[src/rtl/pipelined_carry_increment_adder_if.sv]
// Operand/result handshake bundle for the pipelined carry-increment adder.
// slave = adder side, master = producer/consumer side.
interface pipelined_carry_increment_adder_if #(
   parameter int WIDTH = 32
);
   logic             in_valid;
   logic             in_ready;
   logic [WIDTH-1:0] in_a;
   logic [WIDTH-1:0] in_b;
   logic             in_cin;
   logic             in_sub;
   logic             out_valid;
   logic             out_ready;
   logic [WIDTH-1:0] out_sum;
   logic             out_cout;
   logic             out_ovf;

   modport slave (
      input  in_valid, in_a, in_b, in_cin, in_sub, out_ready,
      output in_ready, out_valid, out_sum, out_cout, out_ovf
   );

   modport master (
      output in_valid, in_a, in_b, in_cin, in_sub, out_ready,
      input  in_ready, out_valid, out_sum, out_cout, out_ovf
   );
endinterface

[src/rtl/pipelined_carry_increment_adder.sv]
// Pipelined carry-increment add/sub: LAT=WIDTH/BLK/STAGE_BLKS cycles, one beat per cycle.
// All stages advance together when the output slot is empty or accepted; otherwise everything holds.
module pipelined_carry_increment_adder #(
   parameter int WIDTH      = 32,
   parameter int BLK        = 4,
   parameter int STAGE_BLKS = 2
) (
   input  logic                           clk,
   input  logic                           rst_n,
   pipelined_carry_increment_adder_if.slave bus
);
   localparam int NBLK = WIDTH / BLK;
   localparam int LAT  = NBLK / STAGE_BLKS;

   logic             w_adv;
   logic [WIDTH-1:0] w_src_a [LAT];
   logic [WIDTH-1:0] w_src_b [LAT];
   logic [WIDTH-1:0] w_src_s [LAT];
   logic             w_src_c [LAT];
   logic [WIDTH-1:0] w_nx_s  [LAT];
   logic             w_nx_c  [LAT];
   logic             w_ovf;

   logic             r_v [LAT];
   logic [WIDTH-1:0] r_s [LAT];
   logic             r_c [LAT];
   logic             r_ovf;

   assign w_adv        = !r_v[LAT-1] || bus.out_ready;
   assign bus.in_ready = w_adv;

   // Subtraction folds into addition: invert B once here and force the carry-in.
   assign w_src_a[0] = bus.in_a;
   assign w_src_b[0] = bus.in_b ^ {WIDTH{bus.in_sub}};
   assign w_src_s[0] = '0;
   assign w_src_c[0] = bus.in_sub | bus.in_cin;

   generate
      for (genvar g = 0; g < LAT; g++) begin : g_stage
         logic [STAGE_BLKS:0] w_ch;
         logic [BLK-1:0]      w_bs [STAGE_BLKS];
         logic [WIDTH-1:0]    w_s;

         assign w_ch[0] = w_src_c[g];

         for (genvar j = 0; j < STAGE_BLKS; j++) begin : g_blk
            localparam int BI = g * STAGE_BLKS + j;
            logic [BLK-1:0] w_a;
            logic [BLK-1:0] w_b;
            logic [BLK:0]   w_z;

            assign w_a = w_src_a[g][BI*BLK +: BLK];
            assign w_b = w_src_b[g][BI*BLK +: BLK];

            if (BI == 0) begin : g_ripple
               assign w_z       = {1'b0, w_a} + {1'b0, w_b} + {{BLK{1'b0}}, w_ch[j]};
               assign w_bs[j]   = w_z[BLK-1:0];
               assign w_ch[j+1] = w_z[BLK];
            end else begin : g_incr
               // Zero-carry sum is independent of the incoming carry; the carry only increments it.
               assign w_z       = {1'b0, w_a} + {1'b0, w_b};
               assign w_bs[j]   = w_z[BLK-1:0] + BLK'(w_ch[j]);
               assign w_ch[j+1] = w_z[BLK] | (w_ch[j] & (&w_z[BLK-1:0]));
            end
         end

         always_comb begin
            w_s = w_src_s[g];
            for (int j = 0; j < STAGE_BLKS; j++) begin
               w_s[(g*STAGE_BLKS+j)*BLK +: BLK] = w_bs[j];
            end
         end

         assign w_nx_s[g] = w_s;
         assign w_nx_c[g] = w_ch[STAGE_BLKS];

         if (g < LAT - 1) begin : g_fwd
            logic [WIDTH-1:0] r_a;
            logic [WIDTH-1:0] r_b;

            always_ff @(posedge clk or negedge rst_n) begin
               if (!rst_n) begin
                  r_a <= '0;
                  r_b <= '0;
               end else if (w_adv) begin
                  r_a <= w_src_a[g];
                  r_b <= w_src_b[g];
               end
            end

            assign w_src_a[g+1] = r_a;
            assign w_src_b[g+1] = r_b;
            assign w_src_s[g+1] = r_s[g];
            assign w_src_c[g+1] = r_c[g];
         end
      end
   endgenerate

   // Carry into the MSB is recovered as a^b^sum at that bit.
   assign w_ovf = w_src_a[LAT-1][WIDTH-1] ^ w_src_b[LAT-1][WIDTH-1]
                ^ w_nx_s[LAT-1][WIDTH-1] ^ w_nx_c[LAT-1];

   always_ff @(posedge clk or negedge rst_n) begin
      if (!rst_n) begin
         for (int k = 0; k < LAT; k++) begin
            r_v[k] <= 1'b0;
            r_s[k] <= '0;
            r_c[k] <= 1'b0;
         end
         r_ovf <= 1'b0;
      end else if (w_adv) begin
         r_v[0] <= bus.in_valid;
         for (int k = 1; k < LAT; k++) begin
            r_v[k] <= r_v[k-1];
         end
         for (int k = 0; k < LAT; k++) begin
            r_s[k] <= w_nx_s[k];
            r_c[k] <= w_nx_c[k];
         end
         r_ovf <= w_ovf;
      end
   end

   assign bus.out_valid = r_v[LAT-1];
   assign bus.out_sum   = r_s[LAT-1];
   assign bus.out_cout  = r_c[LAT-1];
   assign bus.out_ovf   = r_ovf;
endmodule

[src/flat_wrapper.sv]
// flat-port wrapper written by rule: the top's interface ports become plain ports
module pipelined_carry_increment_adder_flat 
#(
   parameter int WIDTH      = 32,
   parameter int BLK        = 4,
   parameter int STAGE_BLKS = 2
)
  (clk, rst_n, bus_in_valid, bus_in_a, bus_in_b, bus_in_cin, bus_in_sub, bus_out_ready, bus_in_ready, bus_out_valid, bus_out_sum, bus_out_cout, bus_out_ovf);
  pipelined_carry_increment_adder_if #(.WIDTH(WIDTH)) bus_i ();
  input  logic clk;
  input  logic rst_n;
  input wire logic [$bits(bus_i.in_valid)-1:0] bus_in_valid;
  input wire logic [$bits(bus_i.in_a)-1:0] bus_in_a;
  input wire logic [$bits(bus_i.in_b)-1:0] bus_in_b;
  input wire logic [$bits(bus_i.in_cin)-1:0] bus_in_cin;
  input wire logic [$bits(bus_i.in_sub)-1:0] bus_in_sub;
  input wire logic [$bits(bus_i.out_ready)-1:0] bus_out_ready;
  output wire logic [$bits(bus_i.in_ready)-1:0] bus_in_ready;
  output wire logic [$bits(bus_i.out_valid)-1:0] bus_out_valid;
  output wire logic [$bits(bus_i.out_sum)-1:0] bus_out_sum;
  output wire logic [$bits(bus_i.out_cout)-1:0] bus_out_cout;
  output wire logic [$bits(bus_i.out_ovf)-1:0] bus_out_ovf;
  assign bus_i.in_valid = bus_in_valid;
  assign bus_i.in_a = bus_in_a;
  assign bus_i.in_b = bus_in_b;
  assign bus_i.in_cin = bus_in_cin;
  assign bus_i.in_sub = bus_in_sub;
  assign bus_i.out_ready = bus_out_ready;
  assign bus_in_ready = bus_i.in_ready;
  assign bus_out_valid = bus_i.out_valid;
  assign bus_out_sum = bus_i.out_sum;
  assign bus_out_cout = bus_i.out_cout;
  assign bus_out_ovf = bus_i.out_ovf;
  pipelined_carry_increment_adder #(.WIDTH(WIDTH), .BLK(BLK), .STAGE_BLKS(STAGE_BLKS)) u_core (.clk(clk), .rst_n(rst_n), .bus(bus_i));
endmodule
[config.mk]
export PLATFORM = sky130hd
export DESIGN_NAME = pipelined_carry_increment_adder_flat
export DESIGN_NICKNAME = d
export VERILOG_FILES = /design/src/rtl/pipelined_carry_increment_adder_if.sv /design/src/rtl/pipelined_carry_increment_adder.sv /design/src/flat_wrapper.sv
export SDC_FILE = /design/constraint.sdc
export NUM_CORES = 1
export LEC_CHECK = 0
export BUFFER_PORTS_ARGS = -buffer_cell sky130_fd_sc_hd__buf_4
export CORE_MARGIN = 2
export CORE_UTILIZATION = 35
export DETAILED_ROUTE_END_ITERATION = 8
export GPL_TIMING_DRIVEN = 1
export SLEW_MARGIN = 20
export SYNTH_ARGS = -nofsm -noshare
export SYNTH_HDL_FRONTEND = slang
export SYNTH_SLANG_ARGS = --single-unit
[constraint.sdc]
create_clock -name clk -period 3.23 [get_ports clk]
set_input_delay 0.646 -clock clk [delete_from_list [all_inputs] [get_ports clk]]
set_output_delay 0.646 -clock clk [all_outputs]
set_load 0.005 [all_outputs]
==> flow_summary.toml <==
[outcome]
status = "finished clean"

[die]
io_pins = 106
dieArea_um2 = 25800
die_h_um = 161
row_count = 57
start_util_pct = 35.5
core_area_um2 = 24200
fp.dieW_um = 161

[timing]
holdWs_ns = 0.189
hold_violations = 0
final.setup.tns_ns = 0
tightest_slew_ns = 0.949
slew_violations = 0
min_period_ns = 2.89
setup_slack_ns = 0.338
rsz0062_at_grt = "no"
fin_worst_skew_ns = 0.0131
finalCritPeriodShare_pct = 89.5
setup_viol = 0
maxClockFrequency_ghz = 0.346
slew_headroom_pct = 36.7

[critical_path]
start_kind = "flip-flop"
reg2reg_depth = 11
r2r_start = "u_core.g_stage[2].g_fwd.r_b[24]"
cp.required_ns = 3.54
critPathArrivalTime_ns = 3.21
timing.rr.end = "u_core.bus.out_ovf"
crit_fanout = 3
worstSetupEndpointType = "flip-flop"
critical_path_class = "flip-flop to flip-flop"
ff2ff_setup_slack_ns = 0.34

[global_route]
grt_max_degree = 211
grt_pass1_wl_um = 29700
grtUsageMet1_pct = 18.9
grt-ovfl-total = 0
grt_pass1_vias = 6129
antenna_found_initial = 0
use_met2_pct = 23.4
busiest_layer = "met2"
use_met3_pct = 2.97
grt_usage_pct = 14.2

[cts]
cts_made_buffers = 17
clockBufferDepth = 2
htreeDepth = 4
cts_tree = "built"
path_clk_slew_ns = 0.08
cts_hold_buf = 0
clkSinkCount = 185
cts.repair.resized = 0
cts_setup_buffers = 0
insertion_delay_ns = 0.44
cts_root_buffer = "clkbuf_16"

[layout]
syn2layout_area_growth_pct = 19.9
diodes = 0
layout-drive-gt1-share_pct = 15.3
nets = 1144

[drt]
via_count = 6115
drt_iter0_drc = 256
viasPerCell = 4.51
drt-pass1-iter-count = 7
wl_per_cell_um = 12.7
drtAntennaViolNets = 0
totalWireLength_um = 17200
drc = 0

[synthesis]
synth_ff_type = "dfrtp_1"
post_synth_inst_count = 932
postSynth.asyncResetShare_pct = 100
avgSynthCellArea_um2 = 9.21
synth.yosys.seq_area_share_pct = 53.9
yosysWarnings = 0
ys_ff_latch = 185
syn_area_um2 = 8580
synth_edf_count = 0
ys_types = 36
postSynthNetCount = 1056

[power]
p_leak_uw = 0.00533
peakVddDrop_v = 0.00110
p_per_area_nw_per_um2 = 964

[placed_design]
portBuffers = 105
place_hpwl_um = 11300
place.gp.congestion = 0.749
dp_slack_ns = 0.368

[job]
cap_violations = 0

[min_path]
hold_class = "primary input to asynchronous set/reset pin"
-- worst max-delay path: stages (launching register included) --
cell      delay [ns]
dfrtp_1         0.39
ha_1            0.23
fa_1            0.43
xor2_2          0.20
nand4_1         0.17
o31ai_4         0.26
ha_1            0.23
nand2_1         0.09
o2111a_1        0.25
a21oi_1         0.27
a2111o_1        0.18
o211ai_2        0.09
-- per-layer routing --
metal / vias up / routed length [um]
li1: 3141 / -
met1: 2876 / 8400
met2: 85 / 8070
met3: 13 / 563
met4: 0 / 180
met5: - / 0
-- cell usage in the layout (no fill, tap or decap), drive strengths merged --
cell	count
mux2	1
a21oi	26
nor2b	1
a21o	17
buf	112
nand2	452
nand4	6
o211ai	1
a31oi	1
xor2	21
o2111a	1
a2111o	1
clkbuf	18
and3	1
o21ai	36
nand2b	3
a221o	2
a211oi	1
nor2	16
clkinv	4
or2	2
ha	45
nand3	8
nand4b	1
a211o	1
dfrtp	185
inv	21
xnor2	38
fa	9
and2	1
o31ai	1
-- through the flow --
stage	std cells	area, um2	util [%]	total power [uW]
floorplan	932	8580	-	6710
finish	1357	10300	42.6	9920
global route	1357	10300	42.6	10900
CTS	1357	10300	42.6	10100
global placement	1325	9710	40.2	7870
detailed placement	1325	9710	40.2	7980
-- sequential cells by signal (all words and copies together), names as in the netlist --
register,count
u_core.bus.out_cout,1
u_core.bus.out_ovf,1
u_core.bus.out_sum,32
u_core.bus.out_valid,1
u_core.g_stage.g_fwd.r_a,48
u_core.g_stage.g_fwd.r_b,48
u_core.g_stage.w_ch,3
u_core.g_stage.w_s,48
u_core.r_v,3
-- synthesized netlist by cell type, types with 2 or more instances --
cell type / count / area [um2]
nand2_1: 452 / 1700
ha_1: 45 / 563
a21oi_2: 3 / 26.3
fa_1: 9 / 180
or2_2: 2 / 12.5
nor2_1: 16 / 60.1
o21ai_1: 3 / 15.0
inv_1: 9 / 33.8
nand2b_1: 3 / 18.8
buf_1: 3 / 11.3
xnor2_1: 38 / 333
nand3_1: 8 / 40.0
o21ai_0: 33 / 165
buf_2: 20 / 100
a221o_1: 2 / 20.0
a21oi_1: 23 / 115
clkbuf_1: 21 / 78.8
dfrtp_1: 185 / 4630
nand4_1: 6 / 37.5
a21o_1: 16 / 120
xor2_1: 20 / 175
-- logic make-up after synthesis --
family | synth area share [%]
multiplexers | 0.131
XOR/XNOR | 6.11
AO/OA/AOI/OAI | 6.46
AND/OR/NAND/NOR | 22.1
buffers and inverters | 2.65
adder cells (fa/ha/maj) | 8.66
flip-flops | 53.9
-- power by group --
part	internal, uW	switching (uW)
sequential	3350	598
clock	1040	1010
combinational	1760	2160
total	6140	3770
-- area by class of cell --
type / count / area [um2]
Tap cell: 324 / 405
Fill cell: 2399 / 13900
Clock buffer: 17 / 425
Clock inverter: 15 / 149
Timing Repair Buffer: 113 / 905
Multi-Input combinational cell: 693 / 3730
Inverter: 10 / 40.0
Sequential cell: 185 / 4630
-- how the worst max path moves through the flow --
stage                               startpoint                       end  depth (start not counted)
5_1_grt        u_core.g_stage[2].g_fwd.r_b[24]    u_core.bus.out_sum[31]                         11
3_5_place_dp   u_core.g_stage[2].g_fwd.r_b[24]    u_core.bus.out_sum[31]                         11
3_3_place_gp                        bus_in_sub  u_core.g_stage[1].w_s[6]                         10
2_1_floorplan                       bus_in_sub  u_core.g_stage[1].w_s[6]                         12
6_report       u_core.g_stage[2].g_fwd.r_b[24]        u_core.bus.out_ovf                         11
4_1_cts        u_core.g_stage[2].g_fwd.r_b[24]    u_core.bus.out_sum[31]                         11
No activity file was read; power rests on OpenSTA's default activity.
